## src/rtl/if_fetch_stage_if.sv

```systemverilog
// rtl/if_fetch_stage_if.sv - instruction memory request/response bus between fetch stage and imem
interface if_fetch_stage_if;
  logic        imem_req;
  logic [31:0] imem_addr;
  logic        imem_gnt;
  logic        imem_rvalid;
  logic [31:0] imem_rdata;

  modport master (
    output imem_req,
    output imem_addr,
    input  imem_gnt,
    input  imem_rvalid,
    input  imem_rdata
  );

  modport slave (
    input  imem_req,
    input  imem_addr,
    output imem_gnt,
    output imem_rvalid,
    output imem_rdata
  );
endinterface

```

## src/rtl/if_fetch_stage.sv

```systemverilog
// rtl/if_fetch_stage.sv - instruction fetch stage with single-outstanding imem requests and IF/ID register
module if_fetch_stage #(
  parameter logic [31:0] RESET_PC = 32'h0000_0000,
  parameter logic [31:0] NOP_INST = 32'h0000_0013
) (
  input  logic              clk,
  input  logic              rst,
  input  logic              PC_EN_IF,
  input  logic              reg_FD_stall,
  input  logic              reg_FD_flush,
  input  logic              Branch_ID,
  input  logic [31:0]       branch_target_ID,
  if_fetch_stage_if.master  imem,
  output logic [31:0]       PC_IF,
  output logic [31:0]       PC_ID,
  output logic [31:0]       inst_ID,
  output logic              valid_ID,
  output logic              fetch_busy
);

  localparam logic [1:0] S_FETCH = 2'd0;
  localparam logic [1:0] S_WAIT  = 2'd1;
  localparam logic [1:0] S_HOLD  = 2'd2;

  logic [1:0]  state_q, state_d;
  logic        kill_q, kill_d;
  logic [31:0] buf_q, buf_d;
  logic [31:0] pc_if_q, pc_if_d;
  logic [31:0] pc_id_q, pc_id_d;
  logic [31:0] inst_id_q, inst_id_d;
  logic        valid_id_q, valid_id_d;

  logic        load_ok;
  logic        have_inst;
  logic        load_id;
  logic [31:0] new_inst;

  // An instruction is available only if it was not squashed by kill or a same-cycle redirect.
  always_comb begin
    load_ok   = !reg_FD_stall && !reg_FD_flush && PC_EN_IF;
    have_inst = 1'b0;
    new_inst  = buf_q;
    case (state_q)
      S_WAIT: begin
        have_inst = imem.imem_rvalid && !kill_q && !Branch_ID;
        new_inst  = imem.imem_rdata;
      end
      S_HOLD: begin
        have_inst = !Branch_ID;
      end
      default: begin
        have_inst = 1'b0;
      end
    endcase
    load_id = have_inst && load_ok;
  end

  always_comb begin
    state_d = state_q;
    kill_d  = kill_q;
    buf_d   = buf_q;
    case (state_q)
      S_FETCH: begin
        if (imem.imem_req && imem.imem_gnt) begin
          state_d = S_WAIT;
          kill_d  = Branch_ID;
        end
      end
      S_WAIT: begin
        if (imem.imem_rvalid) begin
          kill_d = 1'b0;
          if (kill_q || Branch_ID || load_ok) begin
            state_d = S_FETCH;
          end else begin
            buf_d   = imem.imem_rdata;
            state_d = S_HOLD;
          end
        end else if (Branch_ID) begin
          kill_d = 1'b1;
        end
      end
      S_HOLD: begin
        if (Branch_ID || load_ok) begin
          state_d = S_FETCH;
        end
      end
      default: begin
        state_d = S_FETCH;
        kill_d  = 1'b0;
      end
    endcase
  end

  // Redirect beats sequential advance; flush beats stall on the ID side.
  always_comb begin
    pc_if_d    = pc_if_q;
    pc_id_d    = pc_id_q;
    inst_id_d  = inst_id_q;
    valid_id_d = valid_id_q;
    if (Branch_ID) begin
      pc_if_d = branch_target_ID;
    end else if (load_id) begin
      pc_if_d = pc_if_q + 32'd4;
    end
    if (reg_FD_flush) begin
      inst_id_d  = NOP_INST;
      valid_id_d = 1'b0;
      pc_id_d    = 32'd0;
    end else if (!reg_FD_stall) begin
      if (load_id) begin
        inst_id_d  = new_inst;
        pc_id_d    = pc_if_q;
        valid_id_d = 1'b1;
      end else begin
        inst_id_d  = NOP_INST;
        valid_id_d = 1'b0;
      end
    end
  end

  always_ff @(posedge clk) begin
    if (rst) begin
      state_q    <= S_FETCH;
      kill_q     <= 1'b0;
      buf_q      <= 32'd0;
      pc_if_q    <= RESET_PC;
      pc_id_q    <= 32'd0;
      inst_id_q  <= NOP_INST;
      valid_id_q <= 1'b0;
    end else begin
      state_q    <= state_d;
      kill_q     <= kill_d;
      buf_q      <= buf_d;
      pc_if_q    <= pc_if_d;
      pc_id_q    <= pc_id_d;
      inst_id_q  <= inst_id_d;
      valid_id_q <= valid_id_d;
    end
  end

  assign imem.imem_req  = (state_q == S_FETCH) && PC_EN_IF && !rst;
  assign imem.imem_addr = pc_if_q;
  assign PC_IF          = pc_if_q;
  assign PC_ID          = pc_id_q;
  assign inst_ID        = inst_id_q;
  assign valid_ID       = valid_id_q;
  assign fetch_busy     = (state_q == S_WAIT);

endmodule

```

## src/flat_wrapper.sv

```systemverilog
// flat-port wrapper written by rule: the top's interface ports become plain ports
module if_fetch_stage_flat 
#(
  parameter logic [31:0] RESET_PC = 32'h0000_0000,
  parameter logic [31:0] NOP_INST = 32'h0000_0013
)
  (clk, rst, PC_EN_IF, reg_FD_stall, reg_FD_flush, Branch_ID, branch_target_ID, PC_IF, PC_ID, inst_ID, valid_ID, fetch_busy, imem_imem_req, imem_imem_addr, imem_imem_gnt, imem_imem_rvalid, imem_imem_rdata);
  if_fetch_stage_if imem_i ();
  input  logic clk;
  input  logic rst;
  input  logic PC_EN_IF;
  input  logic reg_FD_stall;
  input  logic reg_FD_flush;
  input  logic Branch_ID;
  input  logic [31:0] branch_target_ID;
  output logic [31:0] PC_IF;
  output logic [31:0] PC_ID;
  output logic [31:0] inst_ID;
  output logic valid_ID;
  output logic fetch_busy;
  output wire logic [$bits(imem_i.imem_req)-1:0] imem_imem_req;
  output wire logic [$bits(imem_i.imem_addr)-1:0] imem_imem_addr;
  input wire logic [$bits(imem_i.imem_gnt)-1:0] imem_imem_gnt;
  input wire logic [$bits(imem_i.imem_rvalid)-1:0] imem_imem_rvalid;
  input wire logic [$bits(imem_i.imem_rdata)-1:0] imem_imem_rdata;
  assign imem_imem_req = imem_i.imem_req;
  assign imem_imem_addr = imem_i.imem_addr;
  assign imem_i.imem_gnt = imem_imem_gnt;
  assign imem_i.imem_rvalid = imem_imem_rvalid;
  assign imem_i.imem_rdata = imem_imem_rdata;
  if_fetch_stage #(.RESET_PC(RESET_PC), .NOP_INST(NOP_INST)) u_core (.clk(clk), .rst(rst), .PC_EN_IF(PC_EN_IF), .reg_FD_stall(reg_FD_stall), .reg_FD_flush(reg_FD_flush), .Branch_ID(Branch_ID), .branch_target_ID(branch_target_ID), .imem(imem_i), .PC_IF(PC_IF), .PC_ID(PC_ID), .inst_ID(inst_ID), .valid_ID(valid_ID), .fetch_busy(fetch_busy));
endmodule
```

## config.mk

```make
export PLATFORM = sky130hd
export DESIGN_NAME = if_fetch_stage_flat
export DESIGN_NICKNAME = d
export VERILOG_FILES = /design/src/rtl/if_fetch_stage_if.sv /design/src/rtl/if_fetch_stage.sv /design/src/flat_wrapper.sv
export SDC_FILE = /design/constraint.sdc
export NUM_CORES = 1
export LEC_CHECK = 0
export ABC_AREA = 1
export BUFFER_PORTS_ARGS = -buffer_cell sky130_fd_sc_hd__buf_4
export CAP_MARGIN = 15
export CORE_MARGIN = 2
export CORE_UTILIZATION = 35
export CTS_CLUSTER_DIAMETER = 60
export DETAILED_ROUTE_END_ITERATION = 6
export REMOVE_ABC_BUFFERS = 1
export SETUP_SLACK_MARGIN = 0.02
export SLEW_MARGIN = 15
export SYNTH_ARGS = -nofsm -noshare
export SYNTH_HDL_FRONTEND = slang
export SYNTH_SLANG_ARGS = --single-unit
```

## constraint.sdc

```tcl
create_clock -name clk -period 1.95 [get_ports clk]
set_input_delay 0.0975 -clock clk [delete_from_list [all_inputs] [get_ports clk]]
set_output_delay 0.0975 -clock clk [all_outputs]
set_load 0.05 [all_outputs]
```

# Word-level counts from Yosys, hierarchy flattened
# Cells that the tools add are included.
# word_totals
inputBits	72
out_inout_bits	131
regBits	132
wordCells	55
# op_classes
bitwise_logic	3
addsub	1
n_mux	15
n_eq_ne	6
n_reduce_logical	23
# ops
op	n
32-bit 2-to-1 mux	4
32-bit by 3-bit adder with 32-bit output, second input constant	1
3-bit AND reduction	3
1-bit logical AND	8
2-bit 2-to-1 mux	4
2-bit by 1-bit inequality test with 1-bit output, second input constant	3
2-bit case mux with 3 select lines	1
1-bit zero test	5
1-bit 2-to-1 mux	4
1-bit logical OR	3
3-bit by 2-bit inequality test with 1-bit output, second input constant	1
1-bit inverter	3
1-bit case mux with 3 select lines	1
2-bit by 1-bit == test with 1-bit output, second input constant	1
2-bit == test, second input constant	1
2-bit zero test	1
1-bit case mux with 2 select lines	1
2-bit AND reduction	1
2-bit nonzero test	1
2-bit OR reduction	1

# Logic depth before layout (Yosys ltp)
# logic_depth
depth_word	7
depth_mapped	12
ltp_nobuf	10

# Least setup slack after synthesis
# No wires, ideal clock.
# synth_path
path_kind	register -> register
from	register u_core.state_q[1]
to	register u_core.buf_q[10]
stages_incl_launch_ff	10
setup_ns	0.128
period_less_slack_ns	1.992
n_path_buf	2
arrival_time_ns	1.864
slack_ns	-0.042
required_time_ns	1.822
path_cell_list	dfxtp_1 -> inv_1 -> ha_1 -> buf_2 -> inv_2 -> nor3_2 -> nand3_2 -> clkbuf_1 -> o21ai_0 -> a21oi_1
# synth_between
elab_chain_cells	2
# synth_rtl
element	line	source
from (decl)	if_fetch_stage.sv:25	logic [1:0] state_q, state_d;
from (signal assigned)	if_fetch_stage.sv:131	state_q <= state_d;
2-bit by 1-bit == test with 1-bit output	n/a	
named net fetch_busy	flat_wrapper.sv:20	output logic fetch_busy;
3-bit AND reduction (no line)	n/a	
to (signal assigned)	if_fetch_stage.sv:133	buf_q <= buf_d;
to (decl)	if_fetch_stage.sv:27	logic [31:0] buf_q, buf_d;
# The timed path passes the listed nets, and every way through them passes these cells.
# A chain may end at the register's enable or synchronous reset.

# Worst setup path after layout
# layout_path
from	register u_core.state_q[1]
to	output fetch_busy
# layout_between
elab_chain_cells	1
# layout_rtl
element	line	source
2-bit by 1-bit == test with 1-bit output	if_fetch_stage.sv:147	assign fetch_busy = (state_q == S_WAIT);
to (decl)	flat_wrapper.sv:20	
# Every way passes these cells.

==> results.sh <==
export IMPL_status="completed"
export IMPL_synth_distinct_cells=29
export IMPL_cpMaxStageDelayCell="dfxtp_1"
export IMPL_cts_setup_buffers=0
export IMPL_clk_latency_ps=420
export IMPL_min_delay_start="imem_imem_rdata[24]"
export IMPL_synth_avg_cell_area_um2=6.836
export IMPL_layout_cells_non_filler=1370
export IMPL_synth_ff_latch_count=132
export IMPL_dp_cells=1296
export IMPL_crit_required_ps=1850
export IMPL_hold_end="u_core.inst_ID[24]"
export IMPL_clock_path_buffers=2
export IMPL_hold_path_class="primary input to flop"
export IMPL_r2r_end="u_core.inst_ID[22]"
export IMPL_fin_skew_ps=8.835
export IMPL_rr_worst_depth=9
export IMPL_die_area_um2=19260
export IMPL_routed_wirelength_um=20040
export IMPL_slowest_delay_ps=320
export IMPL_grt_pass1_wl_um=31530
export IMPL_grt_start_max_net_pins=68
export IMPL_n_antenna_cell=0
export IMPL_startpoint_type="flop"
export IMPL_coreArea_um2=17900
export IMPL_viasPerCell=4.752
export IMPL_dpl_hpwl_um=13390
export IMPL_remaining_drc_errors=0
export IMPL_max_slew_margin=0.6233
export IMPL_finalCriticalPeriod_ps=1745
export IMPL_cp_end_kind="output port"
export IMPL_p_per_area_nw_per_um2=892.9
export IMPL_rsz0062_at_grt="false"
export IMPL_vias=6510
export IMPL_start_util=0.3551
export IMPL_p_leak_nw=3.856
export IMPL_antenna_found_initial=0
export IMPL_area_growth_pct=40.58
export IMPL_place_gp_congestion=0.8349
export IMPL_wl_met1_um=9324
export IMPL_critPathKind="flop to output port"
export IMPL_tns_ps=0
export IMPL_synth_area_um2=6357
export IMPL_fp_dieH_um=138.8
export IMPL_synth_seq_area_share=0.4157
export IMPL_grt_pass1_vias=6034
export IMPL_total_power_mw=7.980
export IMPL_antenna_left=0
export IMPL_period_share=0.8950
export IMPL_numPortBuffers=202
export IMPL_crit_chain="inv_1 > ha_1 > buf_4 > buf_4"
export IMPL_overflow=0
export IMPL_wl_per_cell_um=14.63
export IMPL_cts_root_buf="clkbuf_16"
export IMPL_timing_fmax_mhz=573.0
export IMPL_wl_met2_um=9406
export IMPL_vdd_ir_drop_max_v=0.0005547
export IMPL_cp_max_fo=33
export IMPL_io_pins=203
export IMPL_finalMaxSlewViolations=0
export IMPL_cp_common_cell="buf_4"
export IMPL_path_clk_slew_ps=60
export IMPL_dr_wl_met3_um=1132
export IMPL_worstReg2RegStart="u_core.state_q[0]"
export IMPL_worst_pin_slew_ps=565.1
export IMPL_drv_cap=0
export IMPL_cts_sink_count=132
export IMPL_nets=1205
export IMPL_worstPathArrival_ps=1650
export IMPL_fp_dieW_um=138.8
export IMPL_reg2reg_slack_ps=230
export IMPL_hold_depth=3
export IMPL_drive_gt1_frac=0.2384
export IMPL_placementRows=49
export IMPL_tritoncts="done"
export IMPL_final_setup_viol_count=0
export IMPL_h_tree_depth=4
export IMPL_syn_inst=930
export IMPL_design_area_um2=8937
export IMPL_synth_warnings=0
export IMPL_numCtsBuffers=17
export IMPL_hold_viol=0
export IMPL_grt_total_usage=0.2025
export IMPL_drt_iter0_markers=332
export IMPL_first_pass_iters=5
export IMPL_post_dp_cell_area_um2=7865
export IMPL_top_layer="met4"
## where the power goes
group | internal, mW | leakage [nW] | total (mW) | switching, mW
Combinational | 0.564 | 2.49 | 1.64 | 1.08
Sequential | 2.84 | 1.07 | 2.95 | 0.109
Clock | 2.15 | 0.298 | 3.39 | 1.24
## per-stage QoR
step,util,setup slack (ps),hold WS (ps)
finish,0.4992,204.8,11.64
floorplan,-,-1207,166.6
detailed placement,0.4393,163.3,325.4
global placement,0.4393,227.2,319.7
CTS,0.4973,144.9,1.853
global route,0.4992,51.62,9.162
## per-layer routing
metal	vias up	global-route usage
met4	0	0.05263
met1	2918	0.2724
met3	18	0.04109
li1	3363	-
met2	211	0.3334
met5	-	0
## layout make-up
type | instances | area (um2)
Sequential cell | 132 | 2644
Inverter | 95 | 359.1
Timing Repair Buffer | 262 | 2132
Clock inverter | 11 | 147.6
Clock buffer | 21 | 480.5
Multi-Input combinational cell | 620 | 2888
Tap cell | 229 | 286.5
Fill cell | 1844 | 8965
## registers in the layout, summed over array words and instances (netlist names)
signal           cells
u_core.kill_q        1
u_core.inst_ID      32
u_core.PC_ID        32
u_core.valid_ID      1
u_core.state_q       2
u_core.buf_q        32
u_core.PC_IF        32
## synth_stat cells
cell / n / area [um2]
a21boi_0: 2 / 15.01
clkbuf_1: 27 / 101.4
buf_1: 4 / 15.01
xnor2_1: 3 / 26.28
o22ai_1: 3 / 18.77
inv_2: 3 / 11.26
o21ai_0: 90 / 450.4
inv_1: 91 / 341.6
xor2_1: 5 / 43.79
or2_2: 1 / 6.260
a21oi_1: 112 / 560.5
nand3_1: 55 / 275.3
and2_1: 2 / 12.51
nor2_4: 2 / 22.52
dfxtp_1: 132 / 2643
nand3b_1: 1 / 7.510
ha_1: 5 / 62.56
nor2_1: 78 / 292.8
inv_4: 1 / 6.260
a211oi_1: 5 / 37.54
nor2_2: 5 / 31.28
nand3_2: 1 / 10.01
nand2_2: 3 / 18.77
buf_6: 1 / 11.26
buf_4: 35 / 262.8
nor3_2: 1 / 10.01
o211ai_1: 16 / 120.1
buf_2: 16 / 80.08
nand2_1: 230 / 863.3
## cells in the final DEF (no fill, tap or decap), drive strengths merged, types with 2 or more instances in the layout
cell type / count
o211ai: 16
a21boi: 2
clkinvlp: 4
o21ai: 90
xor2: 5
inv: 97
clkbuf: 22
dfxtp: 132
a21oi: 112
nand2: 233
o22ai: 3
a211oi: 5
dlygate4sd3: 41
clkinv: 2
nor2: 85
nand3: 56
bufinv: 3
xnor2: 3
and2: 2
ha: 5
buf: 220
## worst max-delay path by stage
stage | startpoint | to
2_1_floorplan | u_core.state_q[1] | u_core.buf_q[0]
3_3_place_gp | u_core.state_q[0] | u_core.PC_IF[16]
3_5_place_dp | u_core.state_q[1] | u_core.PC_IF[16]
4_1_cts | u_core.state_q[1] | u_core.PC_IF[16]
5_1_grt | u_core.state_q[0] | u_core.PC_IF[16]
6_report | u_core.state_q[1] | fetch_busy
## logic make-up (layout without fill, tap and decap cells)
kind of cell | count (synthesis) | after routing | share of synthesized area
DFF | 132 | 132 | 0.4157
and+or+nand+nor | 379 | 379 | 0.2439
adders and majority gates | 5 | 5 | 0.009841
AOI/OAI and AO/OA | 228 | 228 | 0.1891
xor gates and xnor gates | 8 | 8 | 0.01102
buffers and inverters | 178 | 389 | 0.1305
## repair_timing
action                                 4_1_cts  5_1_grt
hold buffers                                41        0
gates resized for setup                      0        2
endpoints found under the hold margin       50        0
setup endpoints to repair                    0        3
## worst max-delay path, delay by kind of cell, from the launching register on
kind / cells / cell delay (ps)
DFF: 1 / 320
adders and majority gates: 1 / 210
buffers and inverters: 3 / 690
Power figures use the tool's default switching activity.
